### config.mk
export PLATFORM = sky130hd
export DESIGN_NAME = free_list_flat
export DESIGN_NICKNAME = d
export VERILOG_FILES = /design/src/rtl/rv32i_types.sv /design/src/rtl/free_list_if.sv /design/src/rtl/free_list.sv /design/src/flat_wrapper.sv
export SDC_FILE = /design/constraint.sdc
export NUM_CORES = 1
export LEC_CHECK = 0
export ABC_CLOCK_PERIOD_IN_PS = 5950
export CAP_MARGIN = 20
export CORE_ASPECT_RATIO = 0.6
export CORE_MARGIN = 2
export CORE_UTILIZATION = 40
export CTS_BUF_LIST = sky130_fd_sc_hd__clkbuf_16
export CTS_CLUSTER_DIAMETER = 80
export DETAILED_ROUTE_END_ITERATION = 12
export GPL_ROUTABILITY_DRIVEN = 0
export SYNTH_ARGS = -nofsm -noshare
export SYNTH_HDL_FRONTEND = slang
export SYNTH_SLANG_ARGS = --single-unit
### constraint.sdc
create_clock -name clk -period 5.95 [get_ports clk]
set_clock_uncertainty 0.1 [all_clocks]
set_input_delay 0.595 -clock clk [delete_from_list [all_inputs] [get_ports clk]]
set_output_delay 0.595 -clock clk [all_outputs]
set_load 0.005 [all_outputs]
### src/rtl/rv32i_types.sv
// Shared RV32I core types used by the rename stage and the free list.
package rv32i_types;

    localparam int ARCH_REGS = 32;
    localparam int PR_W      = 6;

    // Physical register index (64 physical registers in the default core)
    typedef logic [PR_W-1:0] pr_idx_t;

    // Free-list pointer for the default configuration: 32 entries plus a wrap bit
    localparam int FL_DEPTH = 32;
    typedef logic [$clog2(FL_DEPTH):0] fl_ptr_t;

endpackage

### src/rtl/free_list_if.sv
// Dispatcher / ROB-commit side interface of the physical register free list.
interface free_list_if
    import rv32i_types::*;
#(
    parameter int SS = 2
) ();

    logic             pop;
    pr_idx_t [SS-1:0] free_rat_rds;
    logic             empty;
    logic [SS-1:0]    push_en;
    pr_idx_t [SS-1:0] push_pr;
    logic             flush;
    logic             overflow;

    modport master (
        output pop, push_en, push_pr, flush,
        input  free_rat_rds, empty, overflow
    );

    modport slave (
        input  pop, push_en, push_pr, flush,
        output free_rat_rds, empty, overflow
    );

endinterface

### src/rtl/free_list.sv
// Circular free list of physical registers. Dispatch pops SS PRs per cycle
// (data registered, valid the next cycle), commit pushes freed PRs back, and
// a flush rewinds head so every speculatively handed-out PR is free again.
module free_list
    import rv32i_types::*;
#(
    parameter int SS         = 2,
    parameter int PR_ENTRIES = 64,
    parameter int DEPTH      = PR_ENTRIES - ARCH_REGS
) (
    input  logic       clk,
    input  logic       rst,
    free_list_if.slave fl
);

    localparam int IW = $clog2(DEPTH);
    localparam int PW = IW + 1;

    typedef logic [PW-1:0] ptr_t;

    pr_idx_t          fl_buf_r [DEPTH];
    ptr_t             head_r;
    ptr_t             tail_r;
    pr_idx_t [SS-1:0] rds_r;
    logic             empty_r;
    logic             overflow_r;

    logic             pop_ok_s;
    ptr_t             head_pop_s;
    ptr_t             tail_v_s;
    ptr_t             cnt_v_s;
    ptr_t             head_n_s;
    ptr_t             tail_n_s;
    ptr_t             cnt_n_s;
    logic             empty_n_s;
    logic             ovf_set_s;
    logic [SS-1:0]    wr_en_s;
    logic [IW-1:0]    wr_idx_s [SS];

    // Next-state pointers: pop first, then lane-ordered pushes against the post-pop count, then flush rewind
    always_comb begin
        pop_ok_s   = fl.pop & ~empty_r & ~fl.flush;
        head_pop_s = pop_ok_s ? (head_r + PW'(SS)) : head_r;
        tail_v_s   = tail_r;
        cnt_v_s    = (tail_r - head_r) - (pop_ok_s ? PW'(SS) : {PW{1'b0}});
        ovf_set_s  = 1'b0;
        for (int i = 0; i < SS; i++) begin
            wr_en_s[i]  = 1'b0;
            wr_idx_s[i] = tail_v_s[IW-1:0];
            if (fl.push_en[i] && (fl.push_pr[i] != 6'd0)) begin
                if (cnt_v_s == PW'(DEPTH)) begin
                    ovf_set_s = 1'b1;
                end else begin
                    wr_en_s[i] = 1'b1;
                    tail_v_s   = tail_v_s + PW'(1);
                    cnt_v_s    = cnt_v_s + PW'(1);
                end
            end else begin
                wr_en_s[i] = 1'b0;
            end
        end
        tail_n_s = tail_v_s;
        if (fl.flush) begin
            // Same index as tail, opposite lap: the whole ring is free again
            head_n_s = {~tail_v_s[PW-1], tail_v_s[IW-1:0]};
        end else begin
            head_n_s = head_pop_s;
        end
        cnt_n_s   = tail_n_s - head_n_s;
        empty_n_s = (cnt_n_s < PW'(SS));
    end

    // Pointer, buffer, pop data and status registers
    always_ff @(posedge clk or negedge rst) begin
        if (!rst) begin
            for (int i = 0; i < DEPTH; i++) begin
                fl_buf_r[i] <= pr_idx_t'(ARCH_REGS + i);
            end
            head_r     <= {PW{1'b0}};
            tail_r     <= {1'b1, {IW{1'b0}}};
            rds_r      <= {(SS*PR_W){1'b0}};
            empty_r    <= (DEPTH < SS);
            overflow_r <= 1'b0;
        end else begin
            for (int i = 0; i < SS; i++) begin
                if (wr_en_s[i]) begin
                    fl_buf_r[wr_idx_s[i]] <= fl.push_pr[i];
                end
            end
            if (pop_ok_s) begin
                for (int i = 0; i < SS; i++) begin
                    rds_r[i] <= fl_buf_r[head_r[IW-1:0] + IW'(i)];
                end
            end
            head_r     <= head_n_s;
            tail_r     <= tail_n_s;
            empty_r    <= empty_n_s;
            overflow_r <= overflow_r | ovf_set_s;
        end
    end

    assign fl.free_rat_rds = rds_r;
    assign fl.empty        = empty_r;
    assign fl.overflow     = overflow_r;

endmodule

### src/flat_wrapper.sv
// flat-port wrapper written by rule: the top's interface ports become plain ports
module free_list_flat import rv32i_types::*;
#(
    parameter int SS         = 2,
    parameter int PR_ENTRIES = 64,
    parameter int DEPTH      = PR_ENTRIES - ARCH_REGS
)
  (clk, rst, fl_pop, fl_push_en, fl_push_pr, fl_flush, fl_free_rat_rds, fl_empty, fl_overflow);
  free_list_if #(.SS(SS)) fl_i ();
  input  logic clk;
  input  logic rst;
  input wire logic [$bits(fl_i.pop)-1:0] fl_pop;
  input wire logic [$bits(fl_i.push_en)-1:0] fl_push_en;
  input wire logic [$bits(fl_i.push_pr)-1:0] fl_push_pr;
  input wire logic [$bits(fl_i.flush)-1:0] fl_flush;
  output wire logic [$bits(fl_i.free_rat_rds)-1:0] fl_free_rat_rds;
  output wire logic [$bits(fl_i.empty)-1:0] fl_empty;
  output wire logic [$bits(fl_i.overflow)-1:0] fl_overflow;
  assign fl_i.pop = fl_pop;
  assign fl_i.push_en = fl_push_en;
  assign fl_i.push_pr = fl_push_pr;
  assign fl_i.flush = fl_flush;
  assign fl_free_rat_rds = fl_i.free_rat_rds;
  assign fl_empty = fl_i.empty;
  assign fl_overflow = fl_i.overflow;
  free_list #(.SS(SS), .PR_ENTRIES(PR_ENTRIES), .DEPTH(DEPTH)) u_core (.clk(clk), .rst(rst), .fl(fl_i));
endmodule
==> summary.txt <==
Run status
  • Outcome: complete, but fails checks
  • Failing checks: hold timing

STA
  • Fin crit share: 91.87%
  • Final Hold Viols: 3
  • Final setup fails: 0
  • Worst-margin pin slew: about 0.94 ns
  • Max Fclk: approximately 180 MHz
  • Worst Slack Setup Final: 0.4836 ns
  • Unrepaired setup endpoints after global routing: false
  • Slew headroom: 37.39%
  • Period minus WS final: approximately 5.5 ns
  • Count of pins over their slew limit: 0
  • Hold Slack: -0.02036 ns

Worst setup path
  • Max FO, Critical Path: 5
  • CP max stage delay: 0.46 ns
  • Setup crit start kind: input pin
  • Crit end category: flip-flop
  • Critical path's slowest cell: fa_1
  • WP buf/inv: 3
  • Worst EP arrival: between 5 and 6 ns
  • CP cell instances: clkdlybuf4s50_1 > nor2b_1 > nand2b_1 > inv_1 > ha_1 > fa_1 > nand2b_1 > a21oi_1 > xor2_2 > nor3_1 > o31a_1 > mux2i_1 > o21ai_1 > nor2_2 > xnor2_1 > nand2_1 > o21ai_1 > inv_1 > ha_1 > nand2_1 > a311oi_1 > o311ai_1 > a211o_1 > a211oi_2
  • Setup CP Type: in -> reg
  • Critical Path RT: 6.30 ns
  • Critical path's top delay family: compound AO/OA/AOI/OAI gates

CTS
  • H-tree levels: 1
  • Root buf cell: clkbuf_16
  • CTS Buf Count: 22
  • CTS clk-pin slew, worst paths: approximately 0.070 ns
  • Clock sink count: roughly 220
  • Clock Tree Buf Depth: 3
  • CTS tree: yes
  • Cts hold-fix bufs: 0
  • Post-CTS Setup Bufs: 0
  • Clk_lat worst skew: 0.53 ns

Layout
  • Area of the multi-input gates: between 8000 and 9000 um^2
  • Final Cell Area: about 16000 um^2
  • Diodes inserted: 0
  • Register area: between 5000 and 6000 um^2
  • Commonest non-fill, non-tap cells in the layout: 236 x mux2i_1, 165 x nor2_1, 162 x a21oi_1
  • Synthesis-to-finish area growth: 10.39%
  • Fin cells: approximately 1800
  • Share of cells above drive strength 1: a little over a fifth
  • Final nets: 1406
  • Most common cell after layout, fill and taps aside: mux2i_1
  • # fillers: around 3300

Global route
  • All-Layer GR Usage: between 20% and 30%
  • First-pass GRT wire length: between 70 and 80 mm
  • Vias in the first global route: between 10000 and 15000
  • Grt ovf: 0
  • Initial antenna violation count: 3
  • Largest net degree at the start of global routing: between 100 and 150

Pwr
  • Clock power frac: a little over an eighth
  • Psw: roughly 4.7 mW
  • P per Cell Area: 687.2 nW/um^2
  • Lkg Pwr: roughly 7.4 nW
  • Max rail drop VDD: between 0.3 and 0.4 mV
  • Sw Ratio: a little over two fifths
  • Comb power frac: 57.4%
  • P_int: just over 6 mW
  • Register share of total power: approximately 29%

Logic synthesis
  • Mapped Area: approximately 14000 um^2
  • Synth unique cells: 54
  • Register area share after synthesis: between 30 and 40%
  • Mapped Cells: between 1000 and 1500
  • EDFF count, synth: 0
  • Syn Nets: about 1400
  • Largest cells by area after synthesis: dfstp_2 21%, dfrtp_1 18%, mux2i_1 16%, mux4_2 15%, a21oi_1 5.6%
  • Flip-flop and latch count after synthesis: between 200 and 250
  • Yosys top cell by area: dfstp_2
  • Post-synth ARST share: 100.0%
  • Warnings from Yosys: 0
  • Top-area cell type share of the netlist area: 20.65%
  • Ys flop type: dfstp_2
  • Syn Area/Cell: a little over 10 um^2

Floorplanning
  • Initial Util: around two fifths
  • Io pins: 32
  • Core area: ~35000 um^2
  • Die height: 150.9 um
  • DIE AREA: about 38000 um^2
  • DIE WIDTH: between 200 and 250 um
  • # rows: 53

Detailed routing
  • Routed len/inst: 25.40 um
  • Number of vias per cell: just over 6
  • First DRT Iteration DRCs: 1412
  • DR DRC count: 0
  • DR vias: 11290
  • DRT antenna net count: 0
  • DR pass1 iterations: 6
  • Final wirelength: around 47 mm

Place
  • Placed Instances: roughly 1800
  • DP Area: between 15000 and 20000 um^2
  • IO Port Bufs: 31
  • Dpl ws: -0.1041 ns
  • DP HPWL: between 30 and 40 mm

Job
  • Max_cap viols: 0

Worst hold path
  • Hold crit path type: in -> async
[through the flow]
step	util (%)	power, mW	setup TNS, ns
finish	45.08	10.91	0
global route	45.08	11.50	0
CTS	44.98	10.70	0
detailed placement	42.90	9.202	-0.1041
global placement	42.90	9.032	0
floorplan	-	7.242	0
[state kept, by name, indices dropped and copies added (netlist names)]
signal	count
u_core.fl.empty	1
u_core.fl.free_rat_rds	12
u_core.fl.overflow	1
u_core.fl_buf_r	192
u_core.head_r	6
u_core.tail_r	6
[power groups by stage]
stage | clock, mW | sequential [mW] | combinational, mW
2_1_floorplan | 0 | 2.87 | 4.37
3_3_place_gp | 0 | 3.10 | 5.93
3_5_place_dp | 0 | 3.16 | 6.04
4_1_cts | 1.50 | 3.14 | 6.07
5_1_grt | 1.55 | 3.26 | 6.69
6_report | 1.48 | 3.17 | 6.26
[layout make-up]
class | count | area share (%)
Clock buffer | 23 | 3.626
Clock inverter | 17 | 0.9931
Inverter | 18 | 0.4256
Multi-Input combinational cell | 1036 | 52.00
Sequential cell | 218 | 35.29
Tap cell | 467 | 3.681
Timing Repair Buffer | 70 | 3.988
[logic make-up after synthesis]
family	share of synthesized area, %
and+or+nand+nor	11.13
AOI/OAI and AO/OA	10.47
xor gates and xnor gates	1.697
buffers and inverters	3.872
DFF	38.92
adders and majority gates	2.036
muxes	31.88
[Yosys cell counts, types with 7 or more instances]
cell	count
mux4_2	98
ha_1	21
and2_1	8
nand2_1	115
nor2_1	165
nor3_1	13
o21ai_0	71
nand3_1	38
xnor2_1	15
clkbuf_1	102
o22ai_1	7
dfrtp_1	105
and3_1	10
buf_1	20
dfstp_2	113
inv_1	17
mux2i_1	236
a21oi_1	162
xor2_1	11
[worst paths after layout]
kind	from	endpoint	slack, ns	cells past startpoint
max	fl_pop	u_core.fl.empty	0.48	24
min	rst	u_core.fl_buf_r[38]	-0.02	1
max reg2reg	u_core.fl.empty	u_core.fl.empty	0.59	23
min reg2reg	u_core.fl.free_rat_rds[2]	u_core.fl.free_rat_rds[2]	0.36	2
max in group asynchronous	rst	u_core.head_r[0]	4.41	2
min in group clk	u_core.fl.free_rat_rds[2]	u_core.fl.free_rat_rds[2]	0.36	2
[metal layers]
metal  share of wire [%]  vias up  routed length (um)  global-route usage [%]
li1                    -     5008                   -                       -
met1                  46     5595               21750                   38.39
met2                  38      609               17820                   32.77
met3                  14       76                6547                   11.00
met4                 1.8        2                 823                   4.848
met5               0.028        -                  13                       0
[repair_timing]
action | CTS | global route
endpoints found under the setup margin | 0 | 1
gates resized for setup | 0 | 1
endpoints found under the hold margin | 0 | 0
Power figures use the tool's default switching activity.
